$ cat src/rtl/uart_pkg.sv
// Types and constants shared across the UART blocks (RX, TX and the TX byte queue).
package uart_pkg;

    localparam int UART_DATA_W = 8;

    typedef enum logic [1:0] {
        IDLE,
        LAUNCH,
        WAIT_BUSY,
        WAIT_DONE
    } tx_fifo_state_t;

endpackage

$ cat src/rtl/uart_sync_fifo.sv
// Single-clock FIFO with an occupancy count. Head word is presented combinationally on dout.
// Storage is not cleared by reset.
module uart_sync_fifo #(
    parameter int DATA_W = 8,
    parameter int DEPTH  = 16
) (
    input  logic                         clk,
    input  logic                         rst,
    input  logic                         push,
    input  logic                         pop,
    input  logic [DATA_W-1:0]            din,
    output logic [DATA_W-1:0]            dout,
    output logic [$clog2(DEPTH+1)-1:0]   count,
    output logic                         full,
    output logic                         empty
);

    localparam int AW = $clog2(DEPTH);
    localparam int CW = $clog2(DEPTH + 1);
    localparam logic [CW-1:0] FULL_COUNT = CW'(DEPTH);

    logic [DATA_W-1:0] mem [DEPTH];
    logic [AW-1:0]     wr_ptr;
    logic [AW-1:0]     rd_ptr;

    always_ff @(posedge clk) begin
        if (push) begin
            mem[wr_ptr] <= din;
        end
    end

    // DEPTH is a power of two, so the pointers wrap by plain overflow.
    always_ff @(posedge clk) begin
        if (rst) begin
            wr_ptr <= '0;
            rd_ptr <= '0;
            count  <= '0;
        end else begin
            if (push) begin
                wr_ptr <= wr_ptr + 1'b1;
            end
            if (pop) begin
                rd_ptr <= rd_ptr + 1'b1;
            end
            if (push && !pop) begin
                count <= count + 1'b1;
            end else if (!push && pop) begin
                count <= count - 1'b1;
            end
        end
    end

    assign dout  = mem[rd_ptr];
    assign full  = (count == FULL_COUNT);
    assign empty = (count == '0);

endmodule

$ cat src/rtl/uart_tx_fifo.sv
// Byte queue in front of the UART transmitter: buffers host writes and launches one byte at a time
// over the tx_en / tx_busy / tx_done handshake, abandoning a byte if the transmitter never goes busy.
module uart_tx_fifo
    import uart_pkg::*;
#(
    parameter int DATA_W       = UART_DATA_W,
    parameter int DEPTH        = 16,
    parameter int BUSY_TIMEOUT = 64
) (
    input  logic                         clk,
    input  logic                         rst,
    input  logic                         wr_en,
    input  logic [DATA_W-1:0]            wr_data,
    input  logic                         send_en,
    output logic                         full,
    output logic                         empty,
    output logic [$clog2(DEPTH+1)-1:0]   count,
    output logic                         overflow,
    output logic                         timeout_err,
    output logic [DATA_W-1:0]            tx_data,
    output logic                         tx_en,
    input  logic                         tx_busy,
    input  logic                         tx_done
);

    localparam int TW = $clog2(BUSY_TIMEOUT + 1);
    localparam logic [TW-1:0] TIMER_LAST = TW'(BUSY_TIMEOUT - 1);

    // Handshake: tx_en is a one-cycle strobe with tx_data already stable; the transmitter answers
    // with tx_busy (accepted) and later a one-cycle tx_done; tx_data holds until the next pop.
    tx_fifo_state_t    state;
    logic [TW-1:0]     timer;
    logic [DATA_W-1:0] head;
    logic              pop;
    logic              push;

    // Pop looks only at the registered empty flag, so a write never bypasses straight to the launcher.
    assign pop  = (state == IDLE) && send_en && !empty;
    assign push = wr_en && (!full || pop);

    uart_sync_fifo #(
        .DATA_W (DATA_W),
        .DEPTH  (DEPTH)
    ) u_fifo (
        .clk   (clk),
        .rst   (rst),
        .push  (push),
        .pop   (pop),
        .din   (wr_data),
        .dout  (head),
        .count (count),
        .full  (full),
        .empty (empty)
    );

    always_ff @(posedge clk) begin
        if (rst) begin
            state       <= IDLE;
            timer       <= '0;
            tx_data     <= '0;
            tx_en       <= 1'b0;
            overflow    <= 1'b0;
            timeout_err <= 1'b0;
        end else begin
            overflow    <= wr_en && full && !pop;
            timeout_err <= 1'b0;
            tx_en       <= 1'b0;
            case (state)
                IDLE: begin
                    if (pop) begin
                        tx_data <= head;
                        tx_en   <= 1'b1;
                        state   <= LAUNCH;
                    end
                end
                LAUNCH: begin
                    timer <= '0;
                    state <= WAIT_BUSY;
                end
                WAIT_BUSY: begin
                    // A completion seen here wins over busy: a fast transmitter may finish
                    // without ever showing busy, and must not leave us waiting for a second done.
                    if (tx_done) begin
                        state <= IDLE;
                    end else if (tx_busy) begin
                        state <= WAIT_DONE;
                    end else if (timer == TIMER_LAST) begin
                        timeout_err <= 1'b1;
                        state       <= IDLE;
                    end else begin
                        timer <= timer + 1'b1;
                    end
                end
                WAIT_DONE: begin
                    if (tx_done) begin
                        state <= IDLE;
                    end
                end
                default: state <= IDLE;
            endcase
        end
    end

endmodule
$ cat config.mk
export PLATFORM = sky130hd
export DESIGN_NAME = uart_tx_fifo
export DESIGN_NICKNAME = d
export VERILOG_FILES = /design/src/rtl/uart_pkg.sv /design/src/rtl/uart_sync_fifo.sv /design/src/rtl/uart_tx_fifo.sv
export SDC_FILE = /design/constraint.sdc
export NUM_CORES = 1
export LEC_CHECK = 0
export ABC_CLOCK_PERIOD_IN_PS = 4019
export CORE_ASPECT_RATIO = 0.7
export CORE_MARGIN = 5
export CORE_UTILIZATION = 40
export DETAILED_ROUTE_END_ITERATION = 8
export SLEW_MARGIN = 20
export SYNTH_ARGS = -nofsm -noshare
export SYNTH_HDL_FRONTEND = slang
export SYNTH_HIERARCHICAL = 1
export SYNTH_SLANG_ARGS = --single-unit
$ cat constraint.sdc
create_clock -name clk -period 4.02 [get_ports clk]
set_input_delay 1.005 -clock clk [delete_from_list [all_inputs] [get_ports clk]]
set_output_delay 1.005 -clock clk [all_outputs]
set_load 0.005 [all_outputs]
==> flow_metrics.env, run 1 <==
export IMPL_status="complete, no violations"
export IMPL_postCtsResizedCells=0
export IMPL_grt_pass1_wl_um=21000
export IMPL_cts_sinks=165
export IMPL_setup_violations=0
export IMPL_cts_buffer_depth=2
export IMPL_r2r_start="u_fifo/count[0]$_SDFFE_PP0P_"
export IMPL_slew_headroom_pct=42.0
export IMPL_netSwitchingPower_mw=1.18
export IMPL_final_nets=475
export IMPL_gp_congestion=0.798
export IMPL_viasPerCell=5.18
export IMPL_synth_area_top_cells="edfxtp_1 (58%), dfxtp_1 (11%), mux4_2 (8.1%)"
export IMPL_synth_top_cell_area_share_pct=57.8
export IMPL_p_comb_share_pct=18.1
export IMPL_fin_crit_sh_pct=87.2
export IMPL_yosysTopAreaCell="edfxtp_1"
export IMPL_cts_buffers=17
export IMPL_skew_ps=16.5
export IMPL_layout_common_cells="edfxtp_1 (128), dfxtp_1 (35), nand2_1 (33)"
export IMPL_power_mw=4.49
export IMPL_worstMarginPinSlew_ps=870
export IMPL_avgSynthCellArea_um2=16.3
export IMPL_clockRootBuffer="clkbuf_16"
export IMPL_grt_pass1_vias=3691
export IMPL_drc=0
export IMPL_grt_usage_pct=14.5
export IMPL_cts_hold_buf=0
export IMPL_period_needed_ps=3500
export IMPL_num_io_pins=32
export IMPL_finalHoldViolCount=0
export IMPL_detail_route_first_pass_iterations=4
export IMPL_dp_cells=656
export IMPL_yosysWarningCount=6
export IMPL_min_path_cells=2
export IMPL_final_fill_count=1383
export IMPL_p_seq_share_pct=46.4
export IMPL_p_leak_nw=2.57
export IMPL_rows=39
export IMPL_final_cells=688
export IMPL_clk_latency_ps=420
export IMPL_cpMostUsedCell="ha_1"
export IMPL_fmax_mhz=285
export IMPL_slew_violations=0
export IMPL_clock_power_share_pct=35.5
export IMPL_ir_drop_v=0.000273
export IMPL_timing_rr_end="u_fifo/count[4]$_SDFFE_PP0P_"
export IMPL_h_tree_depth=4
export IMPL_crit_family="simple AND/OR/NAND/NOR gates"
export IMPL_core_um2=16300
export IMPL_dp_hpwl_um=8700
export IMPL_critical_path_buf_inv_count=2
export IMPL_seqCellArea_um2=4590
export IMPL_critical_path_arrival_ps=3810
export IMPL_grtUsageMet2_pct=20.6
export IMPL_max_cap_violations=0
export IMPL_rsz0062_at_grt="no"
export IMPL_powerDensity_nw_per_um2=577
export IMPL_syn_inst=408
export IMPL_min_to="tx_data[3]$_SDFFE_PP0P_"
export IMPL_cts_setup_buffers=0
export IMPL_ys_types=51
export IMPL_grt_overflow_total=0
export IMPL_async_flop_share_pct=0
export IMPL_critPathCaptureType="flop"
export IMPL_tritoncts="done"
export IMPL_syn_area_um2=6650
export IMPL_diodes=0
export IMPL_r2r_slack_ps=850
export IMPL_crit_chain="clkdlybuf4s50_1 > or4b_2 > a21boi_1 > ha_1 > inv_1 > ha_1 > nand2b_1 > a21oi_1 > mux2i_1 > mux2_2"
export IMPL_synth_seq_area_share_pct=68.9
export IMPL_syn_to_final_growth_pct=17.0
export IMPL_path_clk_slew_ps=60
export IMPL_cp_data_required_time_ps=4330
export IMPL_drive_above_1_share_pct=15.6
export IMPL_die_w_um=164
export IMPL_wl_um=13200
export IMPL_start_util_pct=40.8
export IMPL_io_buffer_count=31
export IMPL_synth_edf_count=128
export IMPL_swShare_pct=26.3
export IMPL_grt_busiest_layer="met1"
export IMPL_dieArea_um2=19300
export IMPL_reg2reg_depth=11
export IMPL_use_met3_pct=3.64
export IMPL_synth_seq_cells=165
export IMPL_synthesis_nets=433
export IMPL_path_class="in2reg"
export IMPL_gr_usage_met1_pct=22.2
export IMPL_p_int_mw=3.31
export IMPL_antenna_left=0
export IMPL_grt_max_degree=33
export IMPL_holdCritStartpoint="tx_data[3]$_SDFFE_PP0P_"
export IMPL_crit_slowest_cell="or4b_2"
export IMPL_synth_main_ff_cell="edfxtp_1"
export IMPL_wl_per_cell_um=19.2
export IMPL_hold_path_class="reg2reg"
export IMPL_first_iter_violations=224
export IMPL_slowest_delay_ps=630
export IMPL_die_y_um=118
export IMPL_start_kind="input port"
export IMPL_num_vias=3564
export IMPL_final_common_cell="edfxtp_1"
export IMPL_multi_input_area_um2=1910
export IMPL_antenna_found_initial=0
export IMPL_critPathMaxFanout=4
export IMPL_setup_tns_ps=0
how the worst max path moves through the flow:
stage	startpoint	endpoint	slack, ps	cells after the start
after CTS	send_en	u_fifo/count[4]$_SDFFE_PP0P_	520	10
after detailed placement	send_en	u_fifo/count[4]$_SDFFE_PP0P_	80	10
after floorplan	send_en	u_fifo/count[4]$_SDFFE_PP0P_	570	10
after global routing	send_en	u_fifo/count[4]$_SDFFE_PP0P_	380	10
final	send_en	u_fifo/count[4]$_SDFFE_PP0P_	520	10
after global placement	send_en	u_fifo/count[4]$_SDFFE_PP0P_	170	10
final cells by class:
| class | instances | share of cell area [%] |
|---|---|---|
| clock buffer | 18 | 5.52 |
| clock inverter | 14 | 1.96 |
| inverter | 9 | 0.434 |
| multi-input combinational | 216 | 24.6 |
| sequential | 165 | 58.9 |
| tap | 225 | 3.62 |
| timing repair buffer | 41 | 4.95 |
cells in the mapped netlist, types with 4 or more instances:
cell      count
edfxtp_1    128
dfxtp_1      37
nand2_1      33
nor2_1       28
mux4_2       24
a21oi_1      18
and2_1       18
a22oi_1      16
ha_1         10
inv_1         8
mux4_1        8
xor2_1        6
buf_2         5
clkbuf_1      5
nor2b_1       5
nand3_1       4
registers in the layout (all words and copies together) (netlist names), 2 cells and up, named ones only:
register	count
state	2
tx_data	8
u_fifo/mem	128
timer	7
u_fifo/count	5
u_fifo/wr_ptr	4
u_fifo/rd_ptr	4
worst min-delay path, delay by kind of cell, from the launching register on:
family / cells / cell delay, ps
AO/OA/AOI/OAI: 1 / 50
AND/OR/NAND/NOR: 1 / 50
flip-flops: 1 / 310
metrics by stage:
stage	cell area, um^2	hold slack (ps)	utilization [%]	worst slack (ps)
after global routing	7780	479	47.7	383
after detailed placement	7200	447	44.2	83.3
after CTS	7780	455	47.7	522
final	7780	455	47.7	516
after global placement	7200	446	44.2	166
after floorplan	6650	450	-	567
cells by family (layout without fill, tap and decap cells):
logic type	count (synthesis)	count (layout)	synth area share, %
AOI/OAI and AO/OA	46	46	4.48
adders and majority gates	11	11	2.18
DFF	165	165	68.9
and+or+nand+nor	114	114	8.96
muxes	37	37	12.1
buffers and inverters	27	82	2.30
xor gates and xnor gates	8	8	1.05
per-layer routing:
layer	vias up	wire, um
met2	71	5830
li1	1659	-
met5	-	0
met1	1828	6680
met3	6	610
met4	0	65
power by group through the flow:
| stage | registers, mW | logic, mW | clock network (mW) |
|---|---|---|---|
| CTS | 2.09 | 0.817 | 1.63 |
| floorplan | 2.04 | 0.592 | 0 |
| global route | 2.11 | 0.902 | 1.71 |
| global placement | 2.12 | 0.801 | 0 |
| detailed placement | 2.12 | 0.811 | 0 |
| finish | 2.08 | 0.811 | 1.59 |
No activity file was read; power rests on OpenSTA's default activity.
==> run 2: changes to the inputs <==
Settings changed: CORE_UTILIZATION 40 to 35.
==> flow_metrics.env, run 2 (synthesized netlist as in run 1, its figures left out) <==
export IMPL_cts_sinks=165
export IMPL_dieArea_um2=21900
export IMPL_dp_hpwl_um=9020
export IMPL_rows=42
export IMPL_largest_reg_flops=128
export IMPL_detail_route_first_pass_iterations=4
export IMPL_wl_um=13800
export IMPL_period_needed_ps=3560
export IMPL_critical_path_arrival_ps=3860
export IMPL_max_cap_violations=0
export IMPL_critPathMaxFanout=4
export IMPL_die_w_um=175
export IMPL_cts_setup_buffers=0
export IMPL_fin_crit_sh_pct=88.4
export IMPL_fmax_mhz=281
export IMPL_grt_pass1_wl_um=21300
export IMPL_p_leak_nw=2.57
export IMPL_slew_headroom_pct=35.7
export IMPL_path_class="in2reg"
export IMPL_worstMarginPinSlew_ps=965
export IMPL_status="complete, no violations"
export IMPL_die_y_um=125
export IMPL_r2r_start="u_fifo/count[0]$_SDFFE_PP0P_"
export IMPL_start_kind="input port"
export IMPL_final_nets=476
export IMPL_drc=0
export IMPL_holdCritStartpoint="tx_data[4]$_SDFFE_PP0P_"
export IMPL_tritoncts="done"
export IMPL_h_tree_depth=4
export IMPL_path_clk_slew_ps=60
export IMPL_gp_congestion=0.773
export IMPL_wl_per_cell_um=19.5
export IMPL_layout_common_cells="edfxtp_1 (128), dfxtp_1 (35), nand2_1 (33)"
export IMPL_reg2reg_depth=11
export IMPL_io_buffer_count=31
export IMPL_clk_latency_ps=420
export IMPL_postLayoutCoreUtil_pct=41.7
export IMPL_num_vias=3565
export IMPL_setup_violations=0
export IMPL_rsz0062_at_grt="no"
export IMPL_powerDensity_nw_per_um2=576
export IMPL_ir_drop_v=0.000257
export IMPL_slowest_delay_ps=640
export IMPL_crit_slowest_cell="or4b_2"
export IMPL_cts_buffer_depth=2
export IMPL_hold_path_class="reg2reg"
export IMPL_cts_buffers=17
export IMPL_antenna_left=0
export IMPL_start_util_pct=35.4
export IMPL_crit_family="simple AND/OR/NAND/NOR gates"
export IMPL_critPathCaptureType="flop"
export IMPL_finalHoldViolCount=0
export IMPL_r2r_slack_ps=800
export IMPL_clockRootBuffer="clkbuf_16"
export IMPL_grt_usage_pct=12.9
export IMPL_cts_hold_buf=0
export IMPL_grt_max_degree=33
export IMPL_critical_path_buf_inv_count=2
export IMPL_drive_above_1_share_pct=15.5
export IMPL_cp_data_required_time_ps=4320
export IMPL_skew_ps=11.6
export IMPL_min_path_cells=2
export IMPL_syn_to_final_growth_pct=17.5
export IMPL_num_io_pins=32
export IMPL_viasPerCell=5.05
export IMPL_final_fill_count=1641
export IMPL_grt_pass1_vias=3653
export IMPL_timing_rr_end="u_fifo/count[3]$_SDFFE_PP0P_"
export IMPL_crit_chain="clkdlybuf4s50_1 > or4b_2 > a21boi_1 > ha_1 > inv_1 > ha_1 > a21o_1 > a21oi_1 > nor4_1 > or3_1"
export IMPL_first_iter_violations=347
export IMPL_slew_violations=0
export IMPL_grt_overflow_total=0
export IMPL_setup_tns_ps=0
export IMPL_antenna_found_initial=0
export IMPL_largest_register="u_fifo/mem"
export IMPL_top_regs="u_fifo/mem: 128 flops, tx_data: 8 flops, timer: 7 flops"
export IMPL_postCtsResizedCells=0
export IMPL_min_to="tx_data[4]$_SDFFE_PP0P_"
export IMPL_final_common_cell="edfxtp_1"
export IMPL_core_um2=18800
export IMPL_cpMostUsedCell="ha_1"
export IMPL_diodes=0
## run 2: changes by cell type in the layout (fill, tap and decap cells not counted)
cell and change:
clkbuf_8 +2, clkinv_4 -2, inv_6 -2, buf_4 +1
clkbuf_1 +1, clkinvlp_4 +1
## run 2: worst max-delay path by stage
stage | from | to | slack, ps | cells past startpoint
after floorplan | send_en | u_fifo/count[4]$_SDFFE_PP0P_ | 570 | 10
after detailed placement | send_en | u_fifo/count[4]$_SDFFE_PP0P_ | 80 | 10
after CTS | send_en | u_fifo/count[4]$_SDFFE_PP0P_ | 510 | 10
final | send_en | u_fifo/count[3]$_SDFFE_PP0P_ | 460 | 10
after global routing | send_en | u_fifo/count[4]$_SDFFE_PP0P_ | 370 | 10
after global placement | send_en | u_fifo/count[4]$_SDFFE_PP0P_ | 170 | 10
## run 2: per-stage QoR
stage / hold slack, ps / total power [mW] / setup WS (ps) / instances / area (um^2)
floorplan: 450 / 2.63 / 567 / 408 / 6650
global placement: 448 / 2.93 / 168 / 674 / 7230
finish: 457 / 4.50 / 465 / 706 / 7810
global route: 487 / 4.72 / 372 / 706 / 7810
detailed placement: 449 / 2.95 / 77.3 / 674 / 7230
CTS: 457 / 4.55 / 513 / 706 / 7810
## run 2: area by class of cell
class	instances	area (um^2)	area share, %
Clock buffer	21	460	5.89
Inverter	9	33.8	0.432
Multi-Input combinational cell	216	1910	24.5
Clock inverter	11	125	1.60
Sequential cell	165	4590	58.7
Timing Repair Buffer	42	393	5.03
Tap cell	242	303	3.88
## run 2: routing by layer
layer | track usage [%] | vias up | wire, um
met5 | 0 | - | 0
met4 | 2.91 | 0 | 98
met2 | 19.3 | 92 | 6290
li1 | - | 1673 | -
met1 | 18.3 | 1790 | 6320
met3 | 4.56 | 10 | 1050
## run 2: where the power goes
part / internal (mW) / switching (mW) / leakage (nW)
registers: 1.95 / 0.149 / 1.46
logic: 0.443 / 0.376 / 0.838
clock network: 0.947 / 0.638 / 0.273
## run 2: worst min-delay path, cell delays in order (launching register included)
cell and delay [ps]:
dfxtp_1 310, nand2_1 50, a21oi_1 50
==> run 3: changes to the inputs <==
Settings changed: CAP_MARGIN set to 5.
==> results of run 3 <==
Same layout as run 2: the final DEF is identical, and so are final timing and power.
